### src/rtl/branch_resolve_ctrl_if.sv
// Op/result bundle for the execute-stage branch resolver.
// master drives ops (decode side); slave is the resolver.
interface branch_resolve_ctrl_if #(
  parameter int XLEN = 32
);
  logic            in_valid;
  logic            in_ready;
  logic [1:0]      in_kind;
  logic [2:0]      in_funct3;
  logic [XLEN-1:0] in_pc;
  logic [XLEN-1:0] in_rs1;
  logic [XLEN-1:0] in_rs2;
  logic [XLEN-1:0] in_imm;
  logic            in_pred_taken;
  logic            out_valid;
  logic            out_taken;
  logic [XLEN-1:0] out_target;
  logic [XLEN-1:0] out_link;
  logic            out_illegal;
  logic            redirect;
  logic [XLEN-1:0] redirect_pc;
  logic            flush;
  logic [31:0]     stat_branches;
  logic [31:0]     stat_mispredicts;
  logic            stat_clr;

  modport master (
    output in_valid, in_kind, in_funct3, in_pc, in_rs1, in_rs2, in_imm,
           in_pred_taken, stat_clr,
    input  in_ready, out_valid, out_taken, out_target, out_link, out_illegal,
           redirect, redirect_pc, flush, stat_branches, stat_mispredicts
  );

  modport slave (
    input  in_valid, in_kind, in_funct3, in_pc, in_rs1, in_rs2, in_imm,
           in_pred_taken, stat_clr,
    output in_ready, out_valid, out_taken, out_target, out_link, out_illegal,
           redirect, redirect_pc, flush, stat_branches, stat_mispredicts
  );
endinterface

### src/rtl/branch_resolve_ctrl.sv
// RV32I execute-stage branch/jump resolver with mispredict redirect and timed flush.
// Optional resolved/mispredict counters are built only when BR_STATS_EN is defined.
//
// state | meaning
// RUN   | accepting one op per cycle
// FLUSH | mispredict flush in progress, ops held off
module branch_resolve_ctrl #(
  parameter int XLEN         = 32,
  parameter int FLUSH_CYCLES = 2
) (
  input  logic                         clk,
  input  logic                         rst_n,
  branch_resolve_ctrl_if.slave         bus
);

  typedef enum logic {ST_RUN, ST_FLUSH} state_t;

  state_t          state_q, state_d;
  logic [3:0]      cnt_q, cnt_d;

  logic            out_valid_q;
  logic            out_taken_q;
  logic [XLEN-1:0] out_target_q;
  logic [XLEN-1:0] out_link_q;
  logic            out_illegal_q;
  logic            redirect_q;
  logic [XLEN-1:0] redirect_pc_q;

  logic            in_ready;
  logic            flush;
  logic            accept;
  logic            br_eq, br_lt, br_ltu;
  logic            cond;
  logic            illegal;
  logic            taken;
  logic [XLEN-1:0] pc_plus4;
  logic [XLEN-1:0] target;
  logic            mispredict;

  // Branch_CondGen-style comparator flags
  assign br_eq  = (bus.in_rs1 == bus.in_rs2);
  assign br_lt  = ($signed(bus.in_rs1) < $signed(bus.in_rs2));
  assign br_ltu = (bus.in_rs1 < bus.in_rs2);

  assign accept   = bus.in_valid && in_ready;
  assign pc_plus4 = bus.in_pc + XLEN'(4);

  always_comb begin
    cond    = 1'b0;
    illegal = 1'b0;
    taken   = 1'b0;
    target  = pc_plus4;

    case (bus.in_funct3[2:1])
      2'b00:   cond = br_eq  ^ bus.in_funct3[0];
      2'b10:   cond = br_lt  ^ bus.in_funct3[0];
      2'b11:   cond = br_ltu ^ bus.in_funct3[0];
      default: cond = 1'b0;
    endcase

    case (bus.in_kind)
      2'b00: begin
        if (bus.in_funct3[2:1] == 2'b01) begin
          illegal = 1'b1;
        end else begin
          taken  = cond;
          target = cond ? (bus.in_pc + bus.in_imm) : pc_plus4;
        end
      end
      2'b01: begin
        taken  = 1'b1;
        target = bus.in_pc + bus.in_imm;
      end
      2'b10: begin
        taken  = 1'b1;
        target = (bus.in_rs1 + bus.in_imm) & ~XLEN'(1);
      end
      default: illegal = 1'b1;
    endcase
  end

  assign mispredict = accept && !illegal && (taken != bus.in_pred_taken);

  // FSM: state register
  always_ff @(posedge clk or negedge rst_n) begin
    if (!rst_n) begin
      state_q <= ST_RUN;
      cnt_q   <= 4'd0;
    end else begin
      state_q <= state_d;
      cnt_q   <= cnt_d;
    end
  end

  // FSM: next state
  always_comb begin
    state_d = state_q;
    cnt_d   = cnt_q;
    case (state_q)
      ST_RUN: begin
        if (mispredict) begin
          state_d = ST_FLUSH;
          cnt_d   = 4'(FLUSH_CYCLES - 1);
        end
      end
      ST_FLUSH: begin
        if (cnt_q == 4'd0) state_d = ST_RUN;
        else               cnt_d   = cnt_q - 4'd1;
      end
      default: state_d = ST_RUN;
    endcase
  end

  // FSM: outputs
  always_comb begin
    in_ready = 1'b0;
    flush    = 1'b0;
    case (state_q)
      ST_RUN:   in_ready = 1'b1;
      ST_FLUSH: flush    = 1'b1;
      default:  in_ready = 1'b0;
    endcase
  end

  always_ff @(posedge clk or negedge rst_n) begin
    if (!rst_n) begin
      out_valid_q   <= 1'b0;
      out_taken_q   <= 1'b0;
      out_target_q  <= '0;
      out_link_q    <= '0;
      out_illegal_q <= 1'b0;
      redirect_q    <= 1'b0;
      redirect_pc_q <= '0;
    end else begin
      out_valid_q <= accept;
      redirect_q  <= mispredict;
      if (accept) begin
        out_taken_q   <= taken;
        out_target_q  <= target;
        out_link_q    <= pc_plus4;
        out_illegal_q <= illegal;
      end
      if (mispredict) redirect_pc_q <= target;
    end
  end

  assign bus.in_ready    = in_ready;
  assign bus.flush       = flush;
  assign bus.out_valid   = out_valid_q;
  assign bus.out_taken   = out_taken_q;
  assign bus.out_target  = out_target_q;
  assign bus.out_link    = out_link_q;
  assign bus.out_illegal = out_illegal_q;
  assign bus.redirect    = redirect_q;
  assign bus.redirect_pc = redirect_pc_q;

`ifdef BR_STATS_EN
  logic [31:0] stat_br_q, stat_br_d;
  logic [31:0] stat_mp_q, stat_mp_d;

  // Clear wins over a same-cycle increment; both counters saturate.
  always_comb begin
    stat_br_d = stat_br_q;
    stat_mp_d = stat_mp_q;
    if (bus.stat_clr) begin
      stat_br_d = '0;
      stat_mp_d = '0;
    end else begin
      if (accept && !illegal && (stat_br_q != '1)) stat_br_d = stat_br_q + 32'd1;
      if (mispredict && (stat_mp_q != '1))         stat_mp_d = stat_mp_q + 32'd1;
    end
  end

  always_ff @(posedge clk or negedge rst_n) begin
    if (!rst_n) begin
      stat_br_q <= '0;
      stat_mp_q <= '0;
    end else begin
      stat_br_q <= stat_br_d;
      stat_mp_q <= stat_mp_d;
    end
  end

  assign bus.stat_branches    = stat_br_q;
  assign bus.stat_mispredicts = stat_mp_q;
`else
  logic unused_stat_clr;
  assign unused_stat_clr      = bus.stat_clr;
  assign bus.stat_branches    = '0;
  assign bus.stat_mispredicts = '0;
`endif

endmodule
### src/flat_wrapper.sv
// flat-port wrapper written by rule: the top's interface ports become plain ports
module branch_resolve_ctrl_flat 
#(
  parameter int XLEN         = 32,
  parameter int FLUSH_CYCLES = 2
)
  (clk, rst_n, bus_in_valid, bus_in_kind, bus_in_funct3, bus_in_pc, bus_in_rs1, bus_in_rs2, bus_in_imm, bus_in_pred_taken, bus_stat_clr, bus_in_ready, bus_out_valid, bus_out_taken, bus_out_target, bus_out_link, bus_out_illegal, bus_redirect, bus_redirect_pc, bus_flush, bus_stat_branches, bus_stat_mispredicts);
  branch_resolve_ctrl_if #(.XLEN(XLEN)) bus_i ();
  input  logic clk;
  input  logic rst_n;
  input wire logic [$bits(bus_i.in_valid)-1:0] bus_in_valid;
  input wire logic [$bits(bus_i.in_kind)-1:0] bus_in_kind;
  input wire logic [$bits(bus_i.in_funct3)-1:0] bus_in_funct3;
  input wire logic [$bits(bus_i.in_pc)-1:0] bus_in_pc;
  input wire logic [$bits(bus_i.in_rs1)-1:0] bus_in_rs1;
  input wire logic [$bits(bus_i.in_rs2)-1:0] bus_in_rs2;
  input wire logic [$bits(bus_i.in_imm)-1:0] bus_in_imm;
  input wire logic [$bits(bus_i.in_pred_taken)-1:0] bus_in_pred_taken;
  input wire logic [$bits(bus_i.stat_clr)-1:0] bus_stat_clr;
  output wire logic [$bits(bus_i.in_ready)-1:0] bus_in_ready;
  output wire logic [$bits(bus_i.out_valid)-1:0] bus_out_valid;
  output wire logic [$bits(bus_i.out_taken)-1:0] bus_out_taken;
  output wire logic [$bits(bus_i.out_target)-1:0] bus_out_target;
  output wire logic [$bits(bus_i.out_link)-1:0] bus_out_link;
  output wire logic [$bits(bus_i.out_illegal)-1:0] bus_out_illegal;
  output wire logic [$bits(bus_i.redirect)-1:0] bus_redirect;
  output wire logic [$bits(bus_i.redirect_pc)-1:0] bus_redirect_pc;
  output wire logic [$bits(bus_i.flush)-1:0] bus_flush;
  output wire logic [$bits(bus_i.stat_branches)-1:0] bus_stat_branches;
  output wire logic [$bits(bus_i.stat_mispredicts)-1:0] bus_stat_mispredicts;
  assign bus_i.in_valid = bus_in_valid;
  assign bus_i.in_kind = bus_in_kind;
  assign bus_i.in_funct3 = bus_in_funct3;
  assign bus_i.in_pc = bus_in_pc;
  assign bus_i.in_rs1 = bus_in_rs1;
  assign bus_i.in_rs2 = bus_in_rs2;
  assign bus_i.in_imm = bus_in_imm;
  assign bus_i.in_pred_taken = bus_in_pred_taken;
  assign bus_i.stat_clr = bus_stat_clr;
  assign bus_in_ready = bus_i.in_ready;
  assign bus_out_valid = bus_i.out_valid;
  assign bus_out_taken = bus_i.out_taken;
  assign bus_out_target = bus_i.out_target;
  assign bus_out_link = bus_i.out_link;
  assign bus_out_illegal = bus_i.out_illegal;
  assign bus_redirect = bus_i.redirect;
  assign bus_redirect_pc = bus_i.redirect_pc;
  assign bus_flush = bus_i.flush;
  assign bus_stat_branches = bus_i.stat_branches;
  assign bus_stat_mispredicts = bus_i.stat_mispredicts;
  branch_resolve_ctrl #(.XLEN(XLEN), .FLUSH_CYCLES(FLUSH_CYCLES)) u_core (.clk(clk), .rst_n(rst_n), .bus(bus_i));
endmodule
### config.mk
export PLATFORM = sky130hd
export DESIGN_NAME = branch_resolve_ctrl_flat
export DESIGN_NICKNAME = d
export VERILOG_FILES = /design/src/rtl/branch_resolve_ctrl_if.sv /design/src/rtl/branch_resolve_ctrl.sv /design/src/flat_wrapper.sv
export SDC_FILE = /design/constraint.sdc
export NUM_CORES = 1
export LEC_CHECK = 0
export ABC_AREA = 1
export CORE_MARGIN = 3
export CORE_UTILIZATION = 45
export DETAILED_ROUTE_END_ITERATION = 8
export PLACE_DENSITY = 0.76
export SYNTH_ARGS = -nofsm -noshare
export SYNTH_HDL_FRONTEND = slang
export SYNTH_SLANG_ARGS = --single-unit
### constraint.sdc
create_clock -name clk -period 2.2 [get_ports clk]
set_clock_uncertainty 0.1 [all_clocks]
set_input_delay 0.44 -clock clk [delete_from_list [all_inputs] [get_ports clk]]
set_output_delay 0.44 -clock clk [all_outputs]
set_load 0.02 [all_outputs]
-- After elaboration in Yosys (flattened, before gate mapping)
Cells that the tools add are included.
- register bits: 105
- bits of input ports: 138
- output and inout port bits: 166
- logic and storage cells: 53
- $add $sub $neg: 4
- magnitude comparators: 2
- eq/ne operators: 9
- muxes and demuxes: 16
- bitwise logic cells: 4
- reductions and logical operators: 9
- operators by type and width (cell ; number):
    $pmux W32 S3 ; 1
    $add A32 B32 Y32 ; 2
    $lt A32 B32 Y1 ; 2
    $mux W32 ; 2
    $add A32 B3 Y32 const B ; 1
    $eq A32 B32 Y1 ; 1
    $mux W4 ; 2
    $pmux W4 S2 ; 1
    $eq A2 B2 Y1 const B ; 3
    $mux W1 ; 6
    $pmux W1 S2 ; 3
    $eq A2 B1 Y1 const B ; 2
    $logic_not A2 Y1 ; 2
    $logic_not A4 Y1 ; 1
    $sub A4 B1 Y4 const B ; 1
    $logic_and A1 B1 Y1 ; 3
    $pmux W1 S3 ; 1
    $xor A1 B1 Y1 ; 3
    $ne A2 B1 Y1 const B ; 1
    $ne A2 B2 Y1 const B ; 1
    $reduce_and A2 Y1 ; 1
    $reduce_or A2 Y1 ; 1
    $logic_not A1 Y1 ; 1
    $ne A1 B1 Y1 ; 1
    $not A1 Y1 ; 1

-- Longest topological paths before layout
- depth after elaboration: 9
- mapped depth: 25
- gate-level depth less buffers: 24

-- Worst setup path after synthesis
OpenSTA, ideal clock, no wires.
- path type: input-to-reg
- start point: input bus_in_rs2[31]
- end point: register u_core.redirect_pc_q[12] (netlist: u_core.bus.redirect_pc[12])
- library setup time: 0.117 ns
- data arrival time: 2.395 ns
- required time: 1.983 ns
- slack: -0.413 ns
- stages: 23
- path buffers: 2
- path through: inv_1 ha_1 nand2_1 nor2_1 nand2_1 inv_2 nand2_1 nor2_1 nand2_1 nand4_1 nand2_1 nand2_1 nand2_1 nand2_4 nand3_4 nand2_2 nand2_1 nand2_1 nand3_2 buf_6 buf_6 nand2_1 nand2_1
- word-level cells in the longest chain between the ends: 7
- elaborated cells between the ends (all ways): 14
- classes of those cells: order compare (2); eq/ne (2); mux (6); bitwise (3); reduce/logical (1)
- ends and longest elaborated chain (what ; RTL line ; text):
    start, declared ; flat_wrapper.sv:16 ; input wire logic [$bits(bus_i.in_rs2)-1:0] bus_in_rs2;
    $lt A32 B32 Y1, or another cell as far along ; branch_resolve_ctrl.sv:43 ; assign br_ltu = (bus.in_rs1 < bus.in_rs2);
    $xor A1 B1 Y1, on equally long branches ; branch_resolve_ctrl.sv:57, branch_resolve_ctrl.sv:55, branch_resolve_ctrl.sv:56 ;
    $pmux W1 S3 (*) ; branch_resolve_ctrl.sv:54 ; case (bus.in_funct3[2:1])
    $mux W1 ; branch_resolve_ctrl.sv:63 ; if (bus.in_funct3[2:1] == 2'b01) begin
    $pmux W1 S2 ; branch_resolve_ctrl.sv:61 ; case (bus.in_kind)
    $ne A1 B1 Y1 ; branch_resolve_ctrl.sv:82 ; assign mispredict = accept && !illegal && (taken != bus.in_pred_taken);
    $logic_and A1 B1 Y1 ; branch_resolve_ctrl.sv:82 ;
    end signal, assigned ; branch_resolve_ctrl.sv:143 ; if (mispredict) redirect_pc_q <= target;
    end, declared ; branch_resolve_ctrl.sv:27 ; logic [XLEN-1:0] redirect_pc_q;
Mark *: on every way between the ends. The rest lies on a longest branch, timed or not.
A chain may end at the register's enable or synchronous reset.

-- Worst setup path in the final report
- start point: input bus_in_rs2[0]
- end point: register u_core.out_target_q[6] (netlist: u_core.bus.out_target[6])
- word-level cells in the longest chain between the ends: 6
- elaborated cells between the ends (all ways): 10
- classes of those cells: order compare (2); eq/ne (1); mux (4); bitwise (3)
- ends and longest elaborated chain (what ; RTL line ; text):
    $lt A32 B32 Y1, or another cell as far along ; branch_resolve_ctrl.sv:43 ;
    $xor A1 B1 Y1, on equally long branches ; branch_resolve_ctrl.sv:57, branch_resolve_ctrl.sv:55, branch_resolve_ctrl.sv:56 ;
    $pmux W1 S3 (*) ; branch_resolve_ctrl.sv:54 ;
    $mux W32 (*) ; branch_resolve_ctrl.sv:67 ; target = cond ? (bus.in_pc + bus.in_imm) : pc_plus4;
    $mux W32 (*) ; branch_resolve_ctrl.sv:63 ;
    $pmux W32 S3 (*) ; branch_resolve_ctrl.sv:61 ;
    end signal, assigned ; branch_resolve_ctrl.sv:139 ; out_target_q <= target;
    end, declared ; branch_resolve_ctrl.sv:23 ; logic [XLEN-1:0] out_target_q;
Marked as above.

==> reports/metrics.yaml <==
worstSetupStartpoint: "bus_in_rs2[0]"
route.detailed.drc: 0
vias: 15200
overflow: 0
ios: 304
cp_slowest_cell: "dlygate4sd2_1"
ys.flop_type: "dfrtp_1"
dp_slack_ns: -1.36
dr.pass1.iters: 8
die_x_um: 163
arrival_ns: 3.01
rr_endpoint: "u_core.bus.redirect_pc[20]$_DFFE_PN0P_"
post-route-period-util_pct: 127
core-area_sq_um: 23800
slew_viol_final: 0
swShare_pct: 45.3
clkTransAtPathRegs_ns: 0.08
post-dp-hpwl_mm: 37.9
rows: 56
rr_worst_depth: 11
fmaxAchievable_ghz: 0.357
use_met3_pct: 6.31
antenna_cells: 0
netlist_area_sq_um: 11100
io_buffers: 238
drive_gt1_share_pct: 41.3
area_delta_synth_final_pct: 77.0
crit_end: "u_core.bus.out_target[6]$_DFFE_PN0P_"
clockBufferDepth: 2
ir_drop_mv: 0.795
max_stage_delay_ns: 0.33
synth_edf_count: 0
status: "finished with violations"
antenna_found_initial: 0
synth_cell_types: 45
post-route-util_pct: 82.3
grtUsageMet2_pct: 63.5
hold_depth: 4
clk_latency_ns: 0.36
slew_headroom_pct: 65.8
power.density_nw_per_um2: 704
root_buffer: "clkbuf_16"
endpoint_kind: "flip-flop"
leakagePower_uw: 0.00961
worstPathCellList: "dlygate4sd2_1 -> ha_4 -> inv_1 -> nand2_2 -> nand2_2 -> nand2_2 -> nand2_2 -> nand2_2 -> nand2_4 -> nand2_4 -> nand2_2 -> o21bai_1 -> nand2_1 -> nand2_4 -> nand2_4 -> nand2_4 -> nand3_4 -> buf_12 -> buf_16 -> nand2_4 -> nand3_2 -> a21oi_2 -> nand2_1 -> nand2_1"
cp_top_family: "simple AND/OR/NAND/NOR gates"
synth-async-reset-ratio_pct: 100
p_clk_share_pct: 12.0
crit_buf_inv: 4
start_kind: "input pin"
max_cap_violations: 0
p_comb_share_pct: 62.8
final.setup.worst_slack_ns: -0.601
wl_mm: 53.9
pwr-share-seq_pct: 25.2
globalRouteTotalUtil_pct: 37.4
hold_viol: 0
internal_power_uw: 7560
setup_viol: 74
instances_no_fill: 2720
fp.dieArea_sq_um: 26500
first_global_vias: 15000
ys_ff_latch: 105
dieHeight_um: 163
cp.required_ns: 2.40
ys.warnings.count: 0
wl_per_cell_um: 19.8
criticalPathCategory: "in -> reg"
cts_tree: "built"
syn_area_per_cell_sq_um: 6.38
cp_max_fo: 5
rsz0062_at_grt: "yes"
drtIter0Drc: 1729
fin_nets: 2635
dpl_cell_area_sq_um: 16900
dp.cells: 2659
violations: "negative setup slack"
r2r-start: "u_core.state_q$_DFF_PN0_"
final_area_sq_um: 19600
place.gp.congestion: 0.987
hp-class: "in -> reg"
path_depth: 24
fin_tns_setup_ns: -34.47
antenna_left: 0
met1_usage_pct: 46.1
power_switching_uw: 6250
grt_busiest_layer: "met2"
grt_max_degree: 97
ff2ff_setup_slack_ns: 0.25
cts.sinks: 105
syn_inst: 1736
yosysSeqAreaShare_pct: 23.7
max_slew.worst_pin.slew_ns: 0.513
grt_pass1_wl_mm: 78.9
fin_crit_ns: 2.80
cts_htree_levels: 3
cts_buffers: 9
start_util_pct: 46.5
vias_per_cell: 5.60
cell usage after synthesis (all sizes together) (24+ instances only):
cell type  instances  area share [%]
nand4             42             2.4
nor3              24             1.1
xor2              33             2.6
ha                99              11
buf               81             5.3
a21oi            105             4.7
nand2            549              19
clkbuf            27            0.91
o21ai            108             4.9
dfrtp            105              24
inv              200             6.8
nor2             140             4.8
nand3            118             5.5
area by class of cell:
class / count / area [sq um]
inverters: 200 / 761
clock buffers: 9 / 225
clock inverters: 7 / 83.8
flip-flops and latches: 105 / 2630
fillers: 1504 / 4210
multi-input cells: 1386 / 9710
well taps: 319 / 399
repair buffers: 694 / 5810
worst register-to-register path, stage by stage, from the launching register on:
cell and delay, ns:
dfrtp_1 0.38, inv_1 0.10, nand2_2 0.09, inv_2 0.12
o21ai_0 0.13, nor2_1 0.30, nand2_4 0.09, nor2_4 0.16
buf_6 0.15, buf_6 0.14, nand2_2 0.06, nand2_2 0.07
worst min path at each step:
stage	from	to	slack, ns
after floorplan	rst_n	u_core.bus.out_illegal$_DFFE_PN0P_	0.04
after global placement	rst_n	u_core.bus.redirect_pc[10]$_DFFE_PN0P_	0.33
after detailed placement	rst_n	u_core.bus.redirect_pc[11]$_DFFE_PN0P_	0.34
after CTS	bus_in_pc[2]	u_core.bus.out_link[2]$_DFFE_PN0P_	0.38
after global routing	bus_in_pc[2]	u_core.bus.out_link[3]$_DFFE_PN0P_	0.38
final	bus_in_pc[2]	u_core.bus.out_link[3]$_DFFE_PN0P_	0.39
metal layers:
metal	up-vias	routed length (um)	part of all wire [%]
met2	997	25800	48
met5	-	0	0
met3	228	5060	9.4
met4	0	3130	5.8
li1	6879	-	-
met1	7115	19900	37
repair_timing:
item                                   4_1_cts  5_1_grt
pin swaps                                  177       90
buffers inserted                            28       19
setup endpoints to repair                   92       89
cloned                                       4        0
endpoints found under the hold margin       35        0
hold buffers                                 1        0
resized for setup                          719      168
through the flow:
step	total power (uW)	hold WS, ns
after floorplan	7060	0.0444
after global placement	10900	0.330
after detailed placement	11100	0.339
after CTS	13300	0.379
after global routing	14500	0.380
final	13800	0.385
power by group through the flow:
stage	Sequential [uW]	Clock, uW	Combinational [uW]
after CTS	3430	1650	8250
after floorplan	4440	0	2620
after global routing	3550	1730	9190
final	3480	1660	8660
after detailed placement	3440	0	7610
after global placement	3440	0	7440
kinds of logic after synthesis:
kind of cell | count (synthesis) | share of synthesized area, %
XOR/XNOR | 44 | 3.48
adder cells (fa/ha/maj) | 101 | 11.5
buffers and inverters | 308 | 13.0
flip-flops | 105 | 23.7
AO/OA/AOI/OAI | 291 | 14.9
other | 1 | 0.0338
AND/OR/NAND/NOR | 886 | 33.3
sequential cells by signal (all words and copies together), names as in the netlist:
signal and flops:
u_core.bus.out_link 32, u_core.bus.out_target 32, u_core.bus.redirect_pc 32, u_core.cnt_q 4, u_core.bus.out_illegal 1, u_core.bus.out_taken 1, u_core.bus.out_valid 1, u_core.bus.redirect 1
u_core.state_q 1
layout by cell type, fill, tap and decap left out, types with 41 or more instances in the layout:
cell,n
dfrtp_1,105
inv_1,157
clkdlybuf4s50_1,117
nand2_2,89
ha_4,79
inv_2,41
conb_1,64
buf_4,415
nand3_1,74
buf_2,47
nor2_1,92
nand2_1,437
a21oi_1,66
buf_6,43
o21ai_0,65
nand4_1,42
(Power assumes the default switching activity.)
